### src/rtl/serial_frame_rx.sv
// Serial frame receiver: start bit, DATA_BITS data bits LSB first, stop bit.
// Mid-bit sampling; one-cycle data_valid / frame_err pulses.
module serial_frame_rx #(
    parameter int CLKS_PER_BIT = 16,
    parameter int DATA_BITS    = 8
) (
    input  logic                 clk,
    input  logic                 reset,
    input  logic                 serial_in,
    output logic [DATA_BITS-1:0] data_out,
    output logic                 data_valid,
    output logic                 frame_err,
    output logic                 busy
);

    localparam int CW = $clog2(CLKS_PER_BIT);
    localparam int BW = $clog2(DATA_BITS + 1);
    localparam logic [CW-1:0] CNT_LAST = CW'(CLKS_PER_BIT - 1);
    localparam logic [CW-1:0] CNT_HALF = CW'(CLKS_PER_BIT / 2 - 1);
    localparam logic [BW-1:0] BIT_LAST = BW'(DATA_BITS - 1);

    typedef enum logic [2:0] {
        IDLE,
        START,
        DATA,
        STOP,
        BREAK
    } state_t;

    state_t               state_q, state_d;
    logic [CW-1:0]        cnt_q, cnt_d;
    logic [BW-1:0]        bit_q, bit_d;
    logic [DATA_BITS-1:0] shift_q, shift_d;
    logic [DATA_BITS-1:0] data_q, data_d;
    logic                 valid_q, valid_d;
    logic                 err_q, err_d;

    always_ff @(posedge clk) begin
        if (reset) begin
            state_q <= IDLE;
            cnt_q   <= '0;
            bit_q   <= '0;
            shift_q <= '0;
            data_q  <= '0;
            valid_q <= 1'b0;
            err_q   <= 1'b0;
        end else begin
            state_q <= state_d;
            cnt_q   <= cnt_d;
            bit_q   <= bit_d;
            shift_q <= shift_d;
            data_q  <= data_d;
            valid_q <= valid_d;
            err_q   <= err_d;
        end
    end

    always_comb begin
        state_d = state_q;
        cnt_d   = cnt_q;
        bit_d   = bit_q;
        shift_d = shift_q;
        data_d  = data_q;
        valid_d = 1'b0;
        err_d   = 1'b0;
        unique case (state_q)
            IDLE: begin
                if (!serial_in) begin
                    state_d = START;
                    cnt_d   = '0;
                end
            end
            START: begin
                if (cnt_q == CNT_HALF) begin
                    if (serial_in) begin
                        state_d = IDLE;
                    end else begin
                        state_d = DATA;
                        cnt_d   = '0;
                        bit_d   = '0;
                    end
                end else begin
                    cnt_d = cnt_q + CW'(1);
                end
            end
            DATA: begin
                if (cnt_q == CNT_LAST) begin
                    cnt_d   = '0;
                    shift_d = {serial_in, shift_q[DATA_BITS-1:1]};
                    bit_d   = bit_q + BW'(1);
                    if (bit_q == BIT_LAST) state_d = STOP;
                end else begin
                    cnt_d = cnt_q + CW'(1);
                end
            end
            STOP: begin
                // Leaving mid stop bit lets a directly following start bit be seen.
                if (cnt_q == CNT_LAST) begin
                    if (serial_in) begin
                        data_d  = shift_q;
                        valid_d = 1'b1;
                        state_d = IDLE;
                    end else begin
                        err_d   = 1'b1;
                        state_d = BREAK;
                    end
                end else begin
                    cnt_d = cnt_q + CW'(1);
                end
            end
            BREAK: begin
                if (serial_in) state_d = IDLE;
            end
            default: state_d = IDLE;
        endcase
    end

    assign data_out   = data_q;
    assign data_valid = valid_q;
    assign frame_err  = err_q;
    assign busy       = (state_q != IDLE);

endmodule
### config.mk
export PLATFORM = sky130hd
export DESIGN_NAME = serial_frame_rx
export DESIGN_NICKNAME = d
export VERILOG_FILES = /design/src/rtl/serial_frame_rx.sv
export SDC_FILE = /design/constraint.sdc
export NUM_CORES = 1
export LEC_CHECK = 0
export ABC_CLOCK_PERIOD_IN_PS = 2530
export CORE_UTILIZATION = 55
export DETAILED_ROUTE_END_ITERATION = 7
export DONT_BUFFER_PORTS = 1
export PLACE_DENSITY = 0.7
export SETUP_SLACK_MARGIN = 0.1
export SLEW_MARGIN = 20
export SYNTH_ARGS = -nofsm -noshare
export SYNTH_HDL_FRONTEND = slang
export SYNTH_SLANG_ARGS = --single-unit
### constraint.sdc
create_clock -name clk -period 2.53 [get_ports clk]
set_clock_uncertainty 0.15 [all_clocks]
set_input_delay 0.253 -clock clk [delete_from_list [all_inputs] [get_ports clk]]
set_output_delay 0.253 -clock clk [all_outputs]
set_load 0.03 [all_outputs]
==> Word-level counts from Yosys, hierarchy flattened <==
Cells that the tools add are included.
{ "word_totals": {"reg_bits": 29} }
{ "op_classes": {"n_mux": 20, "n_addsub": 2, "reduce_logical": 10, "bitwise": 2, "n_eq_ne": 15} }
{ "op_table": {"columns": ["cell", "count"], "rows": [
  ["$mux 4", 7],
  ["$mux 3", 7],
  ["$ne 2x2->1 const B", 8],
  ["$pmux 4 s4", 1],
  ["$pmux 3 s5", 1],
  ["$add 4x1->4 const B", 2],
  ["$eq 4x3->1 const B", 2],
  ["$pmux 4 s2", 1],
  ["$eq 3x2->1 const B", 2],
  ["$reduce_and 6->1", 1],
  ["$eq 4x4->1 const B", 1],
  ["$reduce_and 2->1", 2],
  ["$reduce_and 4->1", 1],
  ["$reduce_bool 4->1", 1],
  ["$eq 3x1->1 const B", 1],
  ["$eq 3x3->1 const B", 1],
  ["$logic_not 3->1", 1],
  ["$reduce_and 3->1", 1],
  ["$reduce_bool 3->1", 1],
  ["$reduce_or 3->1", 1],
  ["$mux 1", 2],
  ["$mux 2", 1],
  ["$not 1->1", 2],
  ["$reduce_bool 2->1", 1]
]} }

==> Logic depth before layout (Yosys ltp) <==
Gate-level depths: netlist (run 1).
{ "depth": {"depth_word": 4, "ltp_mapped": 6, "ltp_nobuf": 5} }

==> Least setup slack after synthesis (run 1) <==
No wires, ideal clock.
{ "synth_path": {"path_type": "register to register", "start": "register cnt_q[0]", "end": "register bit_q[2]", "path_slack_ns": 0.591, "synth_period_minus_slack_ns": 1.939, "n_path_buf": 0, "path_stages_with_launch": 6, "arrival_time_ns": 1.702, "cell_sequence": "dfxtp_1 > ha_1 > nand3b_4 > a32o_2 > or4_4 > a221oi_2"} }
{ "synth_between": {"elab_chain_cells": 3, "word_cells_on_any_way": 5, "cone_classes": "eq/ne: 4; reduce/logical: 1"} }
{ "synth_lines": {"columns": ["element", "line", "source"], "rows": [
  ["start: declaration", "31", "logic [CW-1:0] cnt_q, cnt_d;"],
  ["start signal: assignment", "49", "cnt_q <= cnt_d;"],
  ["$eq 4x4->1 or $eq 4x3->1 (tied branches)", "87, 74", null],
  ["$ne 2x2->1 (no line)", null, null],
  ["$reduce_and 4->1 (no line) *", null, null],
  ["end signal: assignment", "50", "bit_q <= bit_d;"],
  ["end: declaration", "32", "logic [BW-1:0] bit_q, bit_d;"]
]} }
Mark *: on every way between the ends. The rest lies on a longest branch, timed or not.
A chain may end at the register's enable or synchronous reset.

==> Worst setup path after layout (run 1) <==
Same ends and word-level chain as after synthesis.

==> qor.json, run 1 <==
{
  "timing.final.setup_violations": {"value": 0},
  "arrival": {"value": 2.21, "unit": "ns"},
  "num-nets-final": {"value": 152},
  "cellInternalPower": {"value": 822.1, "unit": "uW"},
  "core_area": {"value": 2233, "unit": "um2"},
  "power.share.switching": {"value": 24.02, "unit": "%"},
  "synthDominantCellAreaShare": {"value": 44.06, "unit": "%"},
  "setup_slack_after_placement": {"value": 0.4582, "unit": "ns"},
  "root_buffer": {"value": "sky130_fd_sc_hd__clkbuf_4"},
  "cts_buffers": {"value": 5},
  "result_of_the_run": {"value": "finished, final reports clean"},
  "maxSlewViolCount": {"value": 0},
  "post_cts_setup_buffer_count": {"value": 0},
  "floorplan.die_area": {"value": 2595, "unit": "um2"},
  "num_io_pins": {"value": 14},
  "final_design_instance_area_without_fill": {"value": 1438, "unit": "um2"},
  "mean_post_synth_cell_area": {"value": 8.963, "unit": "um2"},
  "first_pass_iters": {"value": 4},
  "final.period_utilization": {"value": 83.90, "unit": "%"},
  "worst_setup_end_kind": {"value": "flip-flop"},
  "layout-area-overhead-vs-synth": {"value": 9.117, "unit": "%"},
  "async_flop_share": {"value": 0, "unit": "%"},
  "slew-limit-headroom": {"value": 36.71, "unit": "%"},
  "cts.path.max_buffers": {"value": 2},
  "antenna_violations_before_repair": {"value": 0},
  "yosys.area.top_type": {"value": "sky130_fd_sc_hd__dfxtp_1"},
  "detailroute.via_count": {"value": 1041},
  "setup_total_negative_slack": {"value": 0, "unit": "ns"},
  "total_wire_length_after_detailed_routing": {"value": 2701, "unit": "um"},
  "ir_drop": {"value": 632.9, "unit": "uV"},
  "maxCapViolations": {"value": 0},
  "worstSetupPathType": {"value": "flip-flop to flip-flop"},
  "grt_usage": {"value": 23.70, "unit": "%"},
  "grt_use_met2": {"value": 38.16, "unit": "%"},
  "synth-edff-count": {"value": 0},
  "use_met1": {"value": 28.47, "unit": "%"},
  "gr-usage-met3": {"value": 9.226, "unit": "%"},
  "floorplan.initialDensity": {"value": 58.99, "unit": "%"},
  "combPwrFrac": {"value": 10.4, "unit": "%"},
  "setup_slack": {"value": 0.4073, "unit": "ns"},
  "power_leakage": {"value": 0.5348, "unit": "nW"},
  "synth_area": {"value": 1318, "unit": "um2"},
  "overflow": {"value": 0},
  "core.rowCount": {"value": 17},
  "power.clock.fraction": {"value": 43.7, "unit": "%"},
  "timing.critical_path.fanout_max": {"value": 8},
  "post_dp_cell_area": {"value": 1315, "unit": "um2"},
  "fillerInstances": {"value": 216},
  "viasPerCell": {"value": 5.915},
  "ys_top_cells_by_count": {"value": "sky130_fd_sc_hd__dfxtp_1 (29), sky130_fd_sc_hd__nand2_1 (21), sky130_fd_sc_hd__a21oi_1 (13), sky130_fd_sc_hd__nor2_1 (13), sky130_fd_sc_hd__mux2i_1 (8)"},
  "die_h": {"value": 50.95, "unit": "um"},
  "yosysUniqueCellTypes": {"value": 41},
  "path_clk_slew": {"value": 0.10, "unit": "ns"},
  "post-route-drc-count": {"value": 0},
  "cts_num_sinks": {"value": 29},
  "chipWidth": {"value": 50.95, "unit": "um"},
  "grt_start_max_net_pins": {"value": 25},
  "clock_tree.htree_level_count": {"value": 2},
  "grt_pass1_wl": {"value": 4478, "unit": "um"},
  "hold_viol": {"value": 0},
  "critPathLaunchType": {"value": "flip-flop"},
  "grt_pass1_vias": {"value": 966},
  "postSynthRegisterBits": {"value": 29},
  "diode_count": {"value": 0},
  "drive_above_1_share": {"value": 12.84, "unit": "%"},
  "yosys.cell_count.top_type": {"value": "sky130_fd_sc_hd__dfxtp_1"},
  "unrepaired_setup_endpoints_after_global_routing": {"value": "false"},
  "p_seq_share": {"value": 45.9, "unit": "%"},
  "synth.net_count": {"value": 152},
  "synth-warning-count": {"value": 0},
  "globalplace.congestion": {"value": 0.7926},
  "switching_power": {"value": 259.9, "unit": "uW"},
  "detailed_place_hpwl": {"value": 1718, "unit": "um"},
  "power_density": {"value": 752.7, "unit": "nW/um2"},
  "synth.yosys.seq_area_share": {"value": 44.06, "unit": "%"},
  "hold_path.class": {"value": "primary input to flip-flop"},
  "clock_latency": {"value": 0.33, "unit": "ns"},
  "postSynthCellCount": {"value": 147},
  "max_clock_freq": {"value": 471.1, "unit": "MHz"},
  "ant_nets": {"value": 0},
  "cts_tree": {"value": "built"},
  "worst_slew_pin_slew": {"value": 0.9462, "unit": "ns"},
  "drt_iter0_markers": {"value": 27},
  "required": {"value": 2.62, "unit": "ns"},
  "avgRoutedWirePerCell": {"value": 15.35, "unit": "um"},
  "grt_busiest_layer": {"value": "met2"},
  "synthTopCellsByArea": {"value": "sky130_fd_sc_hd__dfxtp_1 (44%), sky130_fd_sc_hd__mux2i_1 (6.1%), sky130_fd_sc_hd__nand2_1 (6.0%)"},
  "dominantRegCellSynth": {"value": "sky130_fd_sc_hd__dfxtp_1"},
  "port_buffers": {"value": 0},
  "time_the_final_worst_path_needs_with_i_o_delays_and_setup": {"value": 2.123, "unit": "ns"}
}
[kinds of logic after synthesis]
logic type	after synthesis	synth area share, %
buffers and inverters	12	3.703
AND/OR/NAND/NOR	58	23.36
flip-flops	29	44.06
XOR/XNOR	3	1.995
AO/OA/AOI/OAI	33	17.19
multiplexers	10	7.787
adder cells (fa/ha/maj)	2	1.899
[what timing repair did]
action | in CTS | in global routing
hold buffers | 2 | 0
endpoints found under the hold margin | 24 | 0
gates resized for setup | 0 | 0
[power groups by stage]
stage / Clock [mW] / Combinational (mW) / Sequential (mW)
2_1_floorplan: 0 / 0.105 / 0.489
3_3_place_gp: 0 / 0.0988 / 0.503
3_5_place_dp: 0 / 0.102 / 0.506
4_1_cts: 0.478 / 0.111 / 0.496
5_1_grt: 0.502 / 0.124 / 0.498
6_report: 0.473 / 0.112 / 0.496
[layout by cell type, fill, tap and decap left out, drive strengths merged, types with 2 or more instances in the layout]
master / instances
ha: 2
and3: 3
nor2: 13
clkbuf: 5
nand2: 21
a21oi: 13
nor3: 2
mux2i: 8
nand3b: 4
nor2b: 2
or4: 2
a22o: 2
mux2: 2
inv: 3
nand3: 3
bufinv: 2
nor3b: 2
and2: 2
dlygate4sd3: 2
xnor2: 3
o31ai: 2
dfxtp: 29
o21ai: 4
[per-layer routing]
metal | vias to the layer above | part of all wire [%]
met4 | 0 | 0.19
met2 | 19 | 47
met5 | - | 0
met3 | 2 | 4.2
met1 | 497 | 49
li1 | 523 | -
[final timing paths]
check,from,end,slack [ns],depth (start not counted)
setup reg to reg,cnt_q[0],bit_q[2],0.41,5
hold / removal,reset,state_q[0],0.03,2
setup / recovery,cnt_q[0],bit_q[2],0.41,5
hold reg to reg,shift_q[6],shift_q[6],0.32,2
[through the flow]
step	hold slack, ns	std cells	power [mW]	util (%)
after global placement	0.1719	166	0.6013	58.88
final	0.02640	176	1.082	64.37
after global routing	0.04577	176	1.125	64.37
after detailed placement	0.1750	166	0.6085	58.88
after CTS	0.01806	176	1.085	64.37
after floorplan	0.1930	147	0.5945	-
[registers in the layout (all words and copies together) (netlist names)]
register,flops
bit_q,4
state_q,3
shift_q,8
data_valid,1
data_out,8
cnt_q,4
frame_err,1
[worst max-delay path: stages, from the launching register on]
cell                       delay [ns]
sky130_fd_sc_hd__dfxtp_1         0.37
sky130_fd_sc_hd__ha_1            0.33
sky130_fd_sc_hd__nand3b_4        0.12
sky130_fd_sc_hd__a32o_2          0.34
sky130_fd_sc_hd__or4_4           0.49
sky130_fd_sc_hd__a221oi_2        0.23
[cell type report]
cell class / count / area (um2) / share of cell area, %
tap: 28 / 35.03 / 2.437
timing repair buffer: 2 / 20.02 / 1.393
clock inverter: 3 / 65.06 / 4.526
clock buffer: 5 / 37.54 / 2.611
multi-input combinational: 106 / 688.2 / 47.87
sequential: 29 / 580.6 / 40.38
inverter: 3 / 11.26 / 0.7833
Note: power is estimated with default switching activity, not from simulation.
==> run 2: changes to the inputs <==
--- a/config.mk
+++ b/config.mk
@@ -5,11 +5,11 @@
 export SDC_FILE = /design/constraint.sdc
 export NUM_CORES = 1
 export LEC_CHECK = 0
-export ABC_CLOCK_PERIOD_IN_PS = 2530
+export ABC_CLOCK_PERIOD_IN_PS = 1800
 export CORE_UTILIZATION = 55
 export DETAILED_ROUTE_END_ITERATION = 7
 export DONT_BUFFER_PORTS = 1
-export PLACE_DENSITY = 0.7
+export PLACE_DENSITY = 0.73
 export SETUP_SLACK_MARGIN = 0.1
 export SLEW_MARGIN = 20
 export SYNTH_ARGS = -nofsm -noshare
==> constraint.sdc (replaced) <==
create_clock -name clk -period 1.8 [get_ports clk]
set_clock_uncertainty 0.15 [all_clocks]
set_input_delay 0.18 -clock clk [delete_from_list [all_inputs] [get_ports clk]]
set_output_delay 0.18 -clock clk [all_outputs]
set_load 0.03 [all_outputs]
==> qor.json, run 2 (synthesized netlist as in run 1, its figures left out) <==
{
  "grt_usage": {"value": 27.17, "unit": "%"},
  "globalplace.congestion": {"value": 0.8768},
  "diode_count": {"value": 0},
  "power.clock.fraction": {"value": 37.0, "unit": "%"},
  "core.rowCount": {"value": 17},
  "worstSetupPathType": {"value": "flip-flop to flip-flop"},
  "required": {"value": 1.91, "unit": "ns"},
  "unrepaired_setup_endpoints_after_global_routing": {"value": "true"},
  "port_buffers": {"value": 0},
  "setup.reg_to_reg.worst_slack": {"value": -0.01, "unit": "ns"},
  "num_io_pins": {"value": 14},
  "postCtsHoldBufs": {"value": 3},
  "crit_start": {"value": "cnt_q[1]"},
  "die_h": {"value": 50.95, "unit": "um"},
  "grt_pass1_vias": {"value": 1128},
  "first_pass_iters": {"value": 4},
  "timing.final.setup_violations": {"value": 2},
  "timing.critical_path.fanout_max": {"value": 7},
  "maxSlewViolCount": {"value": 0},
  "r2r_cells": {"value": 6},
  "layout_commonest_cell": {"value": "sky130_fd_sc_hd__dfxtp_1"},
  "cts_buffers": {"value": 5},
  "grt_pass1_wl": {"value": 5106, "unit": "um"},
  "final.period_utilization": {"value": 100.7, "unit": "%"},
  "cts_tree": {"value": "built"},
  "setup_total_negative_slack": {"value": -0.02082, "unit": "ns"},
  "cts_num_sinks": {"value": 29},
  "regArea": {"value": 584.3, "unit": "um2"},
  "timing.rr.start": {"value": "cnt_q[1]"},
  "power_leakage": {"value": 0.6260, "unit": "nW"},
  "worst_setup_end_kind": {"value": "flip-flop"},
  "slew-limit-headroom": {"value": 72.50, "unit": "%"},
  "cellInternalPower": {"value": 1.123, "unit": "mW"},
  "overflow": {"value": 0},
  "layout-area-overhead-vs-synth": {"value": 23.65, "unit": "%"},
  "fin_hold_ws": {"value": -0.2386, "unit": "ns"},
  "antenna_violations_before_repair": {"value": 0},
  "fillerInstances": {"value": 170},
  "cts.path.max_buffers": {"value": 2},
  "ir_drop": {"value": 674.0, "unit": "uV"},
  "power.share.switching": {"value": 25.29, "unit": "%"},
  "num-nets-final": {"value": 170},
  "combPwrFrac": {"value": 17.6, "unit": "%"},
  "critPathLaunchType": {"value": "flip-flop"},
  "arrival": {"value": 1.93, "unit": "ns"},
  "post_dp_cell_area": {"value": 1443, "unit": "um2"},
  "failed_checks": {"value": "hold timing, setup timing"},
  "clock_latency": {"value": 0.32, "unit": "ns"},
  "switching_power": {"value": 380.2, "unit": "uW"},
  "clock_tree.htree_level_count": {"value": 2},
  "root_buffer": {"value": "sky130_fd_sc_hd__clkbuf_4"},
  "grt_start_max_net_pins": {"value": 28},
  "final_design_instance_area_without_fill": {"value": 1629, "unit": "um2"},
  "hold_path.class": {"value": "primary input to flip-flop"},
  "layout.cells.most_common_list": {"value": "sky130_fd_sc_hd__dfxtp_1 (26), sky130_fd_sc_hd__nand2_1 (21), sky130_fd_sc_hd__buf_4 (17)"},
  "stdcell_count": {"value": 194},
  "multi_input_area": {"value": 755.7, "unit": "um2"},
  "maxCapViolations": {"value": 0},
  "p_seq_share": {"value": 45.5, "unit": "%"},
  "post-route-drc-count": {"value": 0},
  "setup.worst_path.end": {"value": "bit_q[3]"},
  "placed_cells": {"value": 181},
  "drt_iter0_markers": {"value": 37},
  "detailroute.via_count": {"value": 1146},
  "floorplan.die_area": {"value": 2595, "unit": "um2"},
  "worst_slew_pin_slew": {"value": 0.4087, "unit": "ns"},
  "setup_slack_after_placement": {"value": -0.02869, "unit": "ns"},
  "max_clock_freq": {"value": 551.4, "unit": "MHz"},
  "floorplan.initialDensity": {"value": 58.99, "unit": "%"},
  "ant_nets": {"value": 0},
  "drive_above_1_share": {"value": 27.71, "unit": "%"},
  "result_of_the_run": {"value": "finished with violations"},
  "viasPerCell": {"value": 5.907},
  "core_area": {"value": 2233, "unit": "um2"},
  "time_the_final_worst_path_needs_with_i_o_delays_and_setup": {"value": 1.813, "unit": "ns"},
  "chipWidth": {"value": 50.95, "unit": "um"},
  "setup_slack": {"value": -0.01340, "unit": "ns"},
  "design_power_total": {"value": 1.503, "unit": "mW"},
  "path_clk_slew": {"value": 0.09, "unit": "ns"},
  "total_wire_length_after_detailed_routing": {"value": 3089, "unit": "um"},
  "r2r-end": {"value": "bit_q[3]"},
  "avgRoutedWirePerCell": {"value": 15.92, "unit": "um"},
  "detailed_place_hpwl": {"value": 1976, "unit": "um"},
  "power_density": {"value": 922.8, "unit": "nW/um2"},
  "hold_viol": {"value": 24}
}
run 2: how the worst min path moves through the flow:
stage | start | endpoint | slack [ns] | cells after the start
final | reset | bit_q[2] | -0.24 | 1
after global routing | reset | bit_q[2] | -0.26 | 1
after CTS | reset | bit_q[2] | -0.25 | 1
after detailed placement | reset | bit_q[2] | 0.10 | 1
after global placement | reset | bit_q[2] | 0.1 | 1
after floorplan | serial_in | frame_err | 0.12 | 1
run 2: cell type report:
class	count	area share [%]
clock buffer	7	3.379
clock inverter	1	1.843
inverter	3	0.6912
multi-input combinational	106	46.39
sequential	29	35.87
tap	28	2.151
timing repair buffer	20	9.677
run 2: timing repair:
| action | CTS | global route |
|---|---|---|
| cloned | 0 | 0 |
| resized for setup | 4 | 8 |
| setup buffers | 2 | 0 |
| endpoints found under the hold margin | 28 | 24 |
| endpoints found under the setup margin | 7 | 16 |
run 2: stage by stage:
stage               hold slack [ns]  util [%]
floorplan                    0.1200         -
finish                      -0.2386     72.94
CTS                         -0.2542     71.15
global placement            0.09940     64.59
detailed placement           0.1037     64.59
global route                -0.2610     72.94
run 2: per-layer routing:
layer	GRT usage (%)	share of wire [%]	wire length [um]
met4	13.89	2.1	64
met1	33.52	46	1409
met5	0	0	0
met2	42.54	48	1479
met3	8.036	4.4	136
run 2: worst max-delay path, stage by stage (launching register included):
cell	delay, ns
sky130_fd_sc_hd__dfxtp_2	0.36
sky130_fd_sc_hd__ha_4	0.17
sky130_fd_sc_hd__nand3_1	0.10
sky130_fd_sc_hd__a32o_2	0.27
sky130_fd_sc_hd__buf_4	0.16
sky130_fd_sc_hd__or4_4	0.42
sky130_fd_sc_hd__a21oi_2	0.13
run 2: power groups by stage:
| stage | logic (mW) | registers [mW] | clock network (mW) |
|---|---|---|---|
| 4_1_cts | 0.243 | 0.682 | 0.563 |
| 6_report | 0.264 | 0.683 | 0.556 |
| 5_1_grt | 0.286 | 0.685 | 0.596 |
| 3_3_place_gp | 0.202 | 0.695 | 0 |
| 3_5_place_dp | 0.210 | 0.698 | 0 |
| 2_1_floorplan | 0.150 | 0.693 | 0 |
==> run 3: changes to the inputs <==
==> constraint.sdc (replaced) <==
create_clock -name clk -period 1.8 [get_ports clk]
set_clock_uncertainty 0.15 [all_clocks]
set_input_delay 0.18 -clock clk [delete_from_list [all_inputs] [get_ports clk]]
set_output_delay 0.18 -clock clk [all_outputs]
set_load 0.01 [all_outputs]
==> qor.json, run 3 (synthesized netlist as in run 1, its figures left out) <==
{
  "maxSlewViolCount": {"value": 0},
  "first_pass_iters": {"value": 4},
  "slew-limit-headroom": {"value": 73.29, "unit": "%"},
  "maxCapViolations": {"value": 0},
  "cts.path.max_buffers": {"value": 2},
  "cts_num_sinks": {"value": 29},
  "setup_slack": {"value": -0.02350, "unit": "ns"},
  "path_clk_slew": {"value": 0.09, "unit": "ns"},
  "detailroute.via_count": {"value": 1161},
  "max_clock_freq": {"value": 548.4, "unit": "MHz"},
  "drive_above_1_share": {"value": 29.34, "unit": "%"},
  "root_buffer": {"value": "sky130_fd_sc_hd__clkbuf_4"},
  "cts_tree": {"value": "built"},
  "layout.cells.most_common_list": {"value": "sky130_fd_sc_hd__dfxtp_1 (26), sky130_fd_sc_hd__nand2_1 (21), sky130_fd_sc_hd__buf_4 (18)"},
  "layout-area-overhead-vs-synth": {"value": 24.69, "unit": "%"},
  "num_io_pins": {"value": 14},
  "power_density": {"value": 906.0, "unit": "nW/um2"},
  "r2r_cells": {"value": 6},
  "globalplace.congestion": {"value": 0.8768},
  "postCtsHoldBufs": {"value": 3},
  "final_design_instance_area_without_fill": {"value": 1643, "unit": "um2"},
  "layout_commonest_cell": {"value": "sky130_fd_sc_hd__dfxtp_1"},
  "worstSetupPathType": {"value": "flip-flop to flip-flop"},
  "required": {"value": 1.91, "unit": "ns"},
  "result_of_the_run": {"value": "finished with violations"},
  "num-nets-final": {"value": 171},
  "grt_pass1_vias": {"value": 1139},
  "grt_usage": {"value": 26.86, "unit": "%"},
  "total_wire_length_after_detailed_routing": {"value": 3175, "unit": "um"},
  "core_area": {"value": 2233, "unit": "um2"},
  "ir_drop": {"value": 675.6, "unit": "uV"},
  "failed_checks": {"value": "hold timing, setup timing"},
  "overflow": {"value": 0},
  "detailed_place_hpwl": {"value": 1976, "unit": "um"},
  "diode_count": {"value": 0},
  "avgRoutedWirePerCell": {"value": 16.28, "unit": "um"},
  "fillerInstances": {"value": 166},
  "worst_slew_pin_slew": {"value": 0.3970, "unit": "ns"},
  "power_leakage": {"value": 0.6336, "unit": "nW"},
  "core.rowCount": {"value": 17},
  "hold_viol": {"value": 25},
  "viasPerCell": {"value": 5.954},
  "cts_buffers": {"value": 5},
  "post_dp_cell_area": {"value": 1443, "unit": "um2"},
  "grt_pass1_wl": {"value": 5071, "unit": "um"},
  "clock_latency": {"value": 0.32, "unit": "ns"},
  "floorplan.initialDensity": {"value": 58.99, "unit": "%"},
  "clock_tree.htree_level_count": {"value": 2},
  "critPathLaunchType": {"value": "flip-flop"},
  "timing.final.setup_violations": {"value": 2},
  "time_the_final_worst_path_needs_with_i_o_delays_and_setup": {"value": 1.823, "unit": "ns"},
  "design_power_total": {"value": 1.488, "unit": "mW"},
  "post-route-drc-count": {"value": 0},
  "die_h": {"value": 50.95, "unit": "um"},
  "timing.critical_path.fanout_max": {"value": 7},
  "final.period_utilization": {"value": 101.3, "unit": "%"},
  "antenna_violations_before_repair": {"value": 0},
  "port_buffers": {"value": 0},
  "chipWidth": {"value": 50.95, "unit": "um"},
  "floorplan.die_area": {"value": 2595, "unit": "um2"},
  "worst_setup_end_kind": {"value": "flip-flop"},
  "fin_hold_ws": {"value": -0.2430, "unit": "ns"},
  "unrepaired_setup_endpoints_after_global_routing": {"value": "true"},
  "grt_start_max_net_pins": {"value": 28},
  "hold_path.class": {"value": "primary input to flip-flop"},
  "ant_nets": {"value": 0},
  "arrival": {"value": 1.94, "unit": "ns"},
  "worst_hold_path.num_cells": {"value": 1},
  "drt_iter0_markers": {"value": 58}
}
run 3: changes by cell type in the layout (fill, tap and decap cells not counted):
cell and delta:
sky130_fd_sc_hd__buf_4 +1, sky130_fd_sc_hd__a31oi_4 -1, sky130_fd_sc_hd__or3_4 -1, sky130_fd_sc_hd__a31oi_2 +1, sky130_fd_sc_hd__a21oi_4 +1, sky130_fd_sc_hd__nand3_2 +1
sky130_fd_sc_hd__o21bai_1 -1, sky130_fd_sc_hd__a21oi_1 -1, sky130_fd_sc_hd__nand3_1 -1, sky130_fd_sc_hd__o21bai_2 +1, sky130_fd_sc_hd__or3_1 +1
run 3: final timing paths:
path,to,slack (ns),start
worst max-delay path,bit_q[3],-0.02,cnt_q[1]
worst min-delay path,bit_q[2],-0.24,reset
worst max register to register,bit_q[3],-0.02,cnt_q[1]
worst min register to register,shift_q[0],0.31,shift_q[0]
run 3: layout make-up:
type | count | area [um2] | share of cell area [%]
clock inverters | 1 | 30.03 | 1.828
multi-input cells | 106 | 762.0 | 46.38
inverters | 3 | 11.26 | 0.6855
flip-flops and latches | 29 | 584.3 | 35.57
well taps | 28 | 35.03 | 2.133
repair buffers | 21 | 165.2 | 10.05
clock buffers | 7 | 55.05 | 3.351
run 3: repair_timing:
action	CTS	global route
setup endpoints to repair	6	16
cloned	0	0
gates resized for setup	3	11
buffers inserted	2	1
endpoints found under the hold margin	28	24
pin swaps	0	2
run 3: metrics by stage:
stage / setup TNS (ns) / setup WS [ns] / util [%] / hold slack [ns] / instances
2_1_floorplan: 0 / 0.005684 / - / 0.1200 / 147
3_5_place_dp: -0.05196 / -0.02869 / 64.59 / 0.1037 / 181
6_report: -0.03986 / -0.02350 / 73.56 / -0.2430 / 195
4_1_cts: -0.01079 / -0.006253 / 70.92 / -0.2542 / 194
3_3_place_gp: 0 / 0.04124 / 64.59 / 0.09940 / 181
5_1_grt: -0.2150 / -0.05884 / 73.56 / -0.2612 / 195
run 3: per-layer routing:
layer	track usage [%]	wire, um
met2	41.67	1509
met3	8.333	113
met5	0	0
met4	14.81	53
met1	32.78	1499
run 3: critical path, cell delays in order, from the launching register on:
cell and delay (ns):
sky130_fd_sc_hd__dfxtp_2 0.36, sky130_fd_sc_hd__ha_4 0.17, sky130_fd_sc_hd__nand3b_4 0.08, sky130_fd_sc_hd__a32o_2 0.29
sky130_fd_sc_hd__buf_4 0.16, sky130_fd_sc_hd__or4_4 0.42, sky130_fd_sc_hd__a21oi_2 0.13
run 3: where the power goes:
part           internal, mW  leakage [nW]  switching, mW
combinational         0.126         0.353          0.123
sequential            0.660         0.235         0.0242
clock                 0.332        0.0455          0.223
total                  1.12         0.634          0.371
